**src/rtl/fifo_spi_responder.sv**
```systemverilog
// Drains 24-bit ADC words from syn_fifo through a one-word prefetch register
// and serves them to the host MCU as a mode-0 SPI slave, MSB first.
//
// Prefetch FSM
//   state   | meaning
//   P_EMPTY | nothing held; issue a read as soon as the FIFO has data
//   P_READ  | read issued; FIFO data is valid this cycle and is latched
//   P_VALID | word held in the prefetch register, data_ready high
//
// Frame FSM
//   state   | meaning
//   F_IDLE  | CS high; wait for a synced CS fall to load the shift register
//   F_SHIFT | frame in progress; count SCK rises, shift on SCK falls
//   F_DONE  | full frame sent; extra SCK edges shift out zeros
module fifo_spi_responder #(
    parameter int                    DATA_WIDTH    = 24,
    parameter logic [DATA_WIDTH-1:0] EMPTY_PATTERN = 24'hFFFFFF
) (
    input  logic                  clk,
    input  logic                  rst,
    input  logic [DATA_WIDTH-1:0] fifo_data_out,
    input  logic                  fifo_empty,
    output logic                  fifo_rd_en,
    input  logic                  host_cs_n,
    input  logic                  host_sck,
    output logic                  host_miso,
    output logic                  data_ready,
    output logic                  word_sent,
    output logic                  frame_error,
    output logic                  underrun
);

    localparam int CW = $clog2(DATA_WIDTH + 1);

    typedef enum logic [1:0] {P_EMPTY, P_READ, P_VALID} pstate_t;
    typedef enum logic [1:0] {F_IDLE, F_SHIFT, F_DONE} fstate_t;

    pstate_t               p_state, p_next;
    fstate_t               f_state, f_next;
    logic [2:0]            cs_pipe, sck_pipe;
    logic                  cs_sync, cs_fall, cs_rise, sck_rise, sck_fall;
    logic [DATA_WIDTH-1:0] hold_reg;
    logic [DATA_WIDTH-1:0] shreg, shreg_next;
    logic [CW-1:0]         cnt, cnt_next, cnt_inc;
    logic                  consume;

    // Stages [1:0] synchronise the pins; stage [2] is the previous synced value.
    // CS resets to its idle-high level so reset release never looks like a CS fall.
    always_ff @(posedge clk or posedge rst) begin
        if (rst) begin
            cs_pipe  <= 3'b111;
            sck_pipe <= 3'b000;
        end else begin
            cs_pipe  <= {cs_pipe[1:0], host_cs_n};
            sck_pipe <= {sck_pipe[1:0], host_sck};
        end
    end

    assign cs_sync  = cs_pipe[1];
    assign cs_fall  = cs_pipe[2] & ~cs_pipe[1];
    assign cs_rise  = ~cs_pipe[2] & cs_pipe[1];
    assign sck_rise = ~sck_pipe[2] & sck_pipe[1];
    assign sck_fall = sck_pipe[2] & ~sck_pipe[1];

    always_ff @(posedge clk or posedge rst) begin
        if (rst) begin
            p_state  <= P_EMPTY;
            f_state  <= F_IDLE;
            hold_reg <= '0;
            shreg    <= '0;
            cnt      <= '0;
        end else begin
            p_state <= p_next;
            f_state <= f_next;
            shreg   <= shreg_next;
            cnt     <= cnt_next;
            if (p_state == P_READ) begin
                hold_reg <= fifo_data_out;
            end
        end
    end

    // Read strobe is gated by rst so no FIFO read can slip out while in reset.
    always_comb begin
        p_next     = p_state;
        fifo_rd_en = 1'b0;
        case (p_state)
            P_EMPTY: begin
                if (!fifo_empty && !rst) begin
                    fifo_rd_en = 1'b1;
                    p_next     = P_READ;
                end
            end
            P_READ:  p_next = P_VALID;
            P_VALID: begin
                if (consume) begin
                    p_next = P_EMPTY;
                end
            end
            default: p_next = P_EMPTY;
        endcase
    end

    assign data_ready = (p_state == P_VALID);
    assign cnt_inc    = cnt + 1'b1;

    always_comb begin
        f_next      = f_state;
        shreg_next  = shreg;
        cnt_next    = cnt;
        consume     = 1'b0;
        word_sent   = 1'b0;
        frame_error = 1'b0;
        underrun    = 1'b0;
        case (f_state)
            F_IDLE: begin
                if (cs_fall) begin
                    // A word still in P_READ counts as not held and waits for the next frame.
                    if (p_state == P_VALID) begin
                        shreg_next = hold_reg;
                        consume    = 1'b1;
                    end else begin
                        shreg_next = EMPTY_PATTERN;
                        underrun   = 1'b1;
                    end
                    cnt_next = '0;
                    f_next   = F_SHIFT;
                end
            end
            F_SHIFT: begin
                if (cs_rise) begin
                    frame_error = 1'b1;
                    f_next      = F_IDLE;
                end else if (sck_rise) begin
                    cnt_next = cnt_inc;
                    if (cnt_inc == CW'(DATA_WIDTH)) begin
                        word_sent = 1'b1;
                        f_next    = F_DONE;
                    end
                end else if (sck_fall) begin
                    shreg_next = {shreg[DATA_WIDTH-2:0], 1'b0};
                end
            end
            F_DONE: begin
                if (cs_rise) begin
                    f_next = F_IDLE;
                end else if (sck_fall) begin
                    shreg_next = {shreg[DATA_WIDTH-2:0], 1'b0};
                end
            end
            default: f_next = F_IDLE;
        endcase
    end

    assign host_miso = ~cs_sync & shreg[DATA_WIDTH-1];

endmodule

```
**config.mk**
```make
export PLATFORM = sky130hd
export DESIGN_NAME = fifo_spi_responder
export DESIGN_NICKNAME = d
export VERILOG_FILES = /design/src/rtl/fifo_spi_responder.sv
export SDC_FILE = /design/constraint.sdc
export NUM_CORES = 1
export LEC_CHECK = 0
export CAP_MARGIN = 5
export CORE_UTILIZATION = 55
export DETAILED_ROUTE_END_ITERATION = 16
export PLACE_DENSITY = 0.78
export SYNTH_ARGS = -nofsm -noshare
export SYNTH_HDL_FRONTEND = slang
export SYNTH_SLANG_ARGS = --single-unit
```
**constraint.sdc**
```tcl
create_clock -name clk -period 2.75 [get_ports clk]
set_input_delay 0.55 -clock clk [delete_from_list [all_inputs] [get_ports clk]]
set_output_delay 0.55 -clock clk [all_outputs]
set_load 0.005 [all_outputs]
```
Yosys cells after proc, flatten, opt, wreduce, memory -nomap -nowiden. Cells that the tools add are included.

Register bits after elaboration: 63. Input bits: 29. Output and inout port bits: 6.

Add/subtract/negate cells: 1. Equal/unequal tests: 15. Muxes and demuxes: 34. Bitwise logic cells: 9. Reduce and logical (&&, ||, !) cells: 11.

Operators by type and width (count): 24-bit two-way mux (6); 24-bit case mux with 3 select lines (1); 5-bit two-way mux (3); 1-bit two-way mux (14); 2-bit two-way mux (7); 2-bit inequality test (second input constant) (7); 2-bit case mux with 3 select lines (2); 5-bit case mux with 2 select lines (1); 4-bit AND reduction (2); 3-bit inequality test (second input constant) (2); 5-bit by 1-bit adder with 5-bit output (second input constant) (1); 1-bit bitwise AND (5); 5-bit == test (second input constant) (1); 5-bit AND reduction (1); 2-bit by 1-bit == test with 1-bit output (second input constant) (2); 2-bit == test (second input constant) (2); 2-bit zero test (2); 1-bit NOT (4); 3-bit nonzero test (1); 1-bit zero test (2); 2-bit by 1-bit inequality test with 1-bit output (second input constant) (1); 2-bit AND reduction (1); 2-bit nonzero test (1); 1-bit logical AND (1).

Logic depth before layout (Yosys ltp).
Word-level depth: 6. Depth in mapped cells: 8.

Least setup slack after synthesis. OpenSTA, ideal clock, no wires.

Path kind: reg-to-reg. Start point: register f_state[0]. End point: register shreg[0]. Setup time: 125 ps. Data arrival time: 1635 ps. Data required time: 2625 ps. Slack: 990 ps. Stages on the path, launching flop included: 8. Period minus slack after synthesis: 1760 ps. Cells stage by stage: dfrtp_1 -> ha_1 -> buf_6 -> and3b_4 -> a21oi_2 -> o211ai_4 -> buf_6 -> mux2_4.

Longest elaborated chain between the ends: 3. Elaborated cells on any way between the ends: 10. Classes of those cells: 6 x eq/ne; 1 x mux; 3 x reduce/logical.

Ends and longest elaborated chain: from (decl) (line 39) `fstate_t f_state, f_next;`; from (signal assigned) (line 74) `f_state <= f_next;`; 2-bit by 1-bit == test with 1-bit output, or another cell as far along (line 115) `case (f_state)`; 2-bit inequality test (no line) or 3-bit nonzero test (tied branches); 5-bit AND reduction (no line); to (signal assigned) (line 75) `shreg <= shreg_next;`; to (decl) (line 43) `logic [DATA_WIDTH-1:0] shreg, shreg_next;`.

Several ways; a longest one is shown, not always the timed one. A chain may end at the register's enable or synchronous reset.

Final worst setup path.
Start point: register cnt[3]. End point: output word_sent.

Longest elaborated chain between the ends: 6.

Ends and longest elaborated chain: from (decl) (line 44) `logic [CW-1:0] cnt, cnt_next, cnt_inc;`; from (signal assigned) (line 76) `cnt <= cnt_next;`; 5-bit by 1-bit adder with 5-bit output (line 105) `assign cnt_inc = cnt + 1'b1;`; 5-bit == test (line 136) `if (cnt_inc == CW'(DATA_WIDTH)) begin`; 1-bit two-way mux (line 136); 1-bit two-way mux (line 134) `end else if (sck_rise) begin`; 1-bit two-way mux (line 131) `if (cs_rise) begin`; 1-bit two-way mux (line 115); to (decl) (line 28) `output logic word_sent,`.

Every way passes these cells.

==> out/qor.csv <==
stage;metric;value;unit
status;status;finished clean;
pwr;p_leak;1.62;nW
sta;worstMarginPinSlew;1090;ps
clock_network;cts_tree;done;
setup_path;crit_type;reg -> out;
clock_network;htreeDepth;3;
synth;synth-edff-count;0;
synth;syn_inst;267;
setup_path;timing.rr.end;shreg[19];
synth;synth_compound_area_share;9.15;%
sta;finalSetupTns;0;ps
synth;synth.ff_latch_count;63;
sta;hold_viol_final;0;
placement;place_congestion;0.858;
global_route;grtUsageTotal;22.5;%
die;die-area;5850;um^2
placement;dp_cells;361;
setup_path;crit_path_start_kind;register;
pwr;switching_share;32.7;%
worst_hold_path;hold_start;sck_pipe[0];
drt;drtPass1Iterations;4;
run;maxCapViolations;0;
global_route;grt_max_degree;64;
setup_path;slowest_delay;530;ps
drt;drtIter0Drc;170;
clock_network;ctsHoldBuffers;0;
placement;place_ws;375;ps
sta;fmax;384;MHz
drt;drt-wirelength-per-cell;15.1;um
synth;ys_types;40;
synth;synthXorXnorAreaFrac;0.287;%
sta;worst_slack;144;ps
setup_path;r2r_start;f_state[0];
cells_and_area;finish.utilization;70.4;%
pwr;irDropWorstVdd;0.682;mV
synth;yosys_warnings;0;
synth;synth_area_leaders;dfrtp_1 49%, mux2_2 10%, mux2_4 9.8%;
cells_and_area;diodes;0;
sta;maxSlewViolCount;0;
pwr;p_int;2.69;mW
synth;synthMuxAreaShare;21.2;%
die;core-area;5240;um^2
synth;synthArstFlopShare;100;%
cells_and_area;fin_cells;378;
pwr;share_comb_of_total_power;39.3;%
pwr;p_clk_share;21.6;%
synth;synth_top_area_cell;dfrtp_1;
clock_network;cts_buffers;9;
clock_network;insertion_delay;340;ps
die;die_h;76.5;um
worst_hold_path;hold_path_depth;0;
setup_path;crit_buf_inv;1;
setup_path;required;2200;ps
die;num_rows;26;
setup_path;worstPathArrival;2060;ps
synth;synth_area;3050;um^2
placement;io_buffers;34;
synth;yosysSeqAreaShare;51.8;%
pwr;power_switching;1.31;mW
drt;drt_wl_total;5720;um
synth;synth_adder_area_share;1.64;%
global_route;antenna_found_initial;0;
clock_network;clock_path_buffers;2;
pwr;pwr-share-seq;39.1;%
synth;syn_area_per_cell;11.4;um^2
setup_path;reg2reg_depth;5;
die;die_w;76.5;um
setup_path;cp_cell_sequence;nand2b_1, mux2i_2, nand2_1, nor3_1, clkdlybuf4s50_1;
setup_path;rrSetupSlack;410;ps
global_route;grt_pass1_wl;10300;um
sta;fin_crit_sh;94.8;%
setup_path;crit_family;buffers and inverters;
synth;synth_top_family_by_area;multiplexers;
global_route;grt_pass1_vias;2192;
sta;finalCriticalPeriod;2610;ps
pwr;pwr_density_cell;1090;nW/um^2
drt;drc;0;
sta;finalSetupViolCount;0;
cells_and_area;nNetsFinal;336;
die;start_util;58.2;%
clock_network;clk_pin_slew;70;ps
cells_and_area;drive_above_1_share;27.6;%
global_route;grt_overflow;0;
clock_network;clock-sinks;63;
drt;antenna_left;0;
synth;synth_flop_cell;dfrtp_1;
synth;synthesis.nets;300;
clock_network;clock-root-buffer;clkbuf_8;
synth;synth-simple-area-share;12.4;%
sta;fin_skew;8.63;ps
die;ios;35;
synth;synth_top_area_share;49.2;%
worst_hold_path;hp-class;reg -> reg;
drt;num_vias;2083;
setup_path;cp_slowest_cell;clkdlybuf4s50_1;
cells_and_area;areaGrowthSynthToFinish;20.8;%
sta;rsz0062_at_grt;false;
sta;maxSlewHeadroom;27.2;%
placement;dp_hpwl;3590;um
setup_path;cp-end-kind;output pin;
drt;avgViaCountPerCell;5.51;
worst_hold_path;whs_endpoint;sck_pipe[1];
setup_path;cp_max_fo;5;
==> worst reg2reg max path, delay by kind of cell, from the launching register on <==
family	cells	cell delay, ps
simple gates	1	120
buf+inv	1	100
flops	1	410
fa+ha+maj	1	290
mux	1	450
compound gates	1	860
==> cell usage after synthesis (2+ instances only) <==
cell,n
nand2_1,27
nor2_1,31
buf_2,5
nand3b_1,2
clkbuf_1,6
a31oi_1,2
buf_6,3
mux2i_1,3
a21oi_1,2
nor2b_1,3
mux2_2,28
dfstp_2,3
nor3_1,3
o2bb2ai_1,2
inv_1,6
nand2b_1,6
o21ai_0,27
nor4_1,3
nand3_1,3
ha_1,4
mux2_4,20
dfrtp_1,60
==> power groups by stage <==
stage               Sequential, mW  Combinational (mW)  Clock, mW
floorplan                     1.50                1.31          0
global placement              1.56                1.50          0
detailed placement            1.57                1.56          0
CTS                           1.56                1.58      0.874
global route                  1.61                1.75      0.909
finish                        1.57                1.57      0.862
==> cells in the final DEF, fill, tap and decap left out, types with 2 or more instances in the layout <==
cell type         n
inv_1             5
nand3b_1          2
mux2_2           28
ha_1              2
a31oi_1           2
ha_2              2
mux2_4           20
dfstp_2           3
nand3_1           2
nor2b_1           3
o21ai_0          27
dfrtp_1          60
clkbuf_8         12
o2bb2ai_1         2
nand2_1          27
a21oi_1           2
clkdlybuf4s50_1  34
inv_2             2
nor2_1           30
nor3_1            3
nand2b_1          6
buf_4             4
clkinvlp_4        3
mux2i_1           2
nor4_1            3
==> how the worst max path moves through the flow <==
stage | startpoint | end | slack [ps] | cells past startpoint
final | cnt[3] | word_sent | 140 | 5
after global routing | cnt[3] | word_sent | 6 | 5
after CTS | cnt[2] | word_sent | 80 | 5
after detailed placement | f_state[1] | shreg[22] | 380 | 5
after global placement | f_state[1] | shreg[22] | 450 | 5
after floorplan | rst | cnt[0] | 640 | 1
==> what timing repair did <==
item	4_1_cts	5_1_grt
hold endpoints to repair	0	0
endpoints found under the setup margin	0	2
setup buffers	0	1
resized for setup	0	6
==> routing by layer <==
| metal | routed length, um | track usage (%) | up-vias |
|---|---|---|---|
| li1 | - | - | 999 |
| met1 | 2580 | 29.0 | 1040 |
| met2 | 2850 | 35.6 | 32 |
| met3 | 180 | 5.27 | 12 |
| met4 | 106 | 11.0 | 0 |
| met5 | 0 | 0 | - |
==> per-stage QoR <==
| step | total power [mW] | area, um^2 | hold WS (ps) |
|---|---|---|---|
| 4_1_cts | 4.01 | 3660 | 351 |
| 2_1_floorplan | 2.81 | 3050 | 331 |
| 6_report | 4.00 | 3690 | 350 |
| 3_3_place_gp | 3.06 | 3440 | 335 |
| 3_5_place_dp | 3.13 | 3440 | 335 |
| 5_1_grt | 4.27 | 3690 | 371 |
==> layout make-up <==
cell class	count	area, um^2
sequential	63	1580
fill	391	1550
multi-input combinational	183	1380
timing repair buffer	39	390
clock buffer	12	165
tap	70	87.6
clock inverter	4	52.6
inverter	7	26.3
==> logic make-up (layout without fill, tap and decap cells) <==
kind of cell / Yosys count / after routing
AND/OR/NAND/NOR: 83 / 83
flip-flops: 63 / 63
multiplexers: 51 / 51
AO/OA/AOI/OAI: 44 / 44
buffers and inverters: 21 / 62
adder cells (fa/ha/maj): 4 / 4
XOR/XNOR: 1 / 1
No activity file was read; power rests on OpenSTA's default activity.
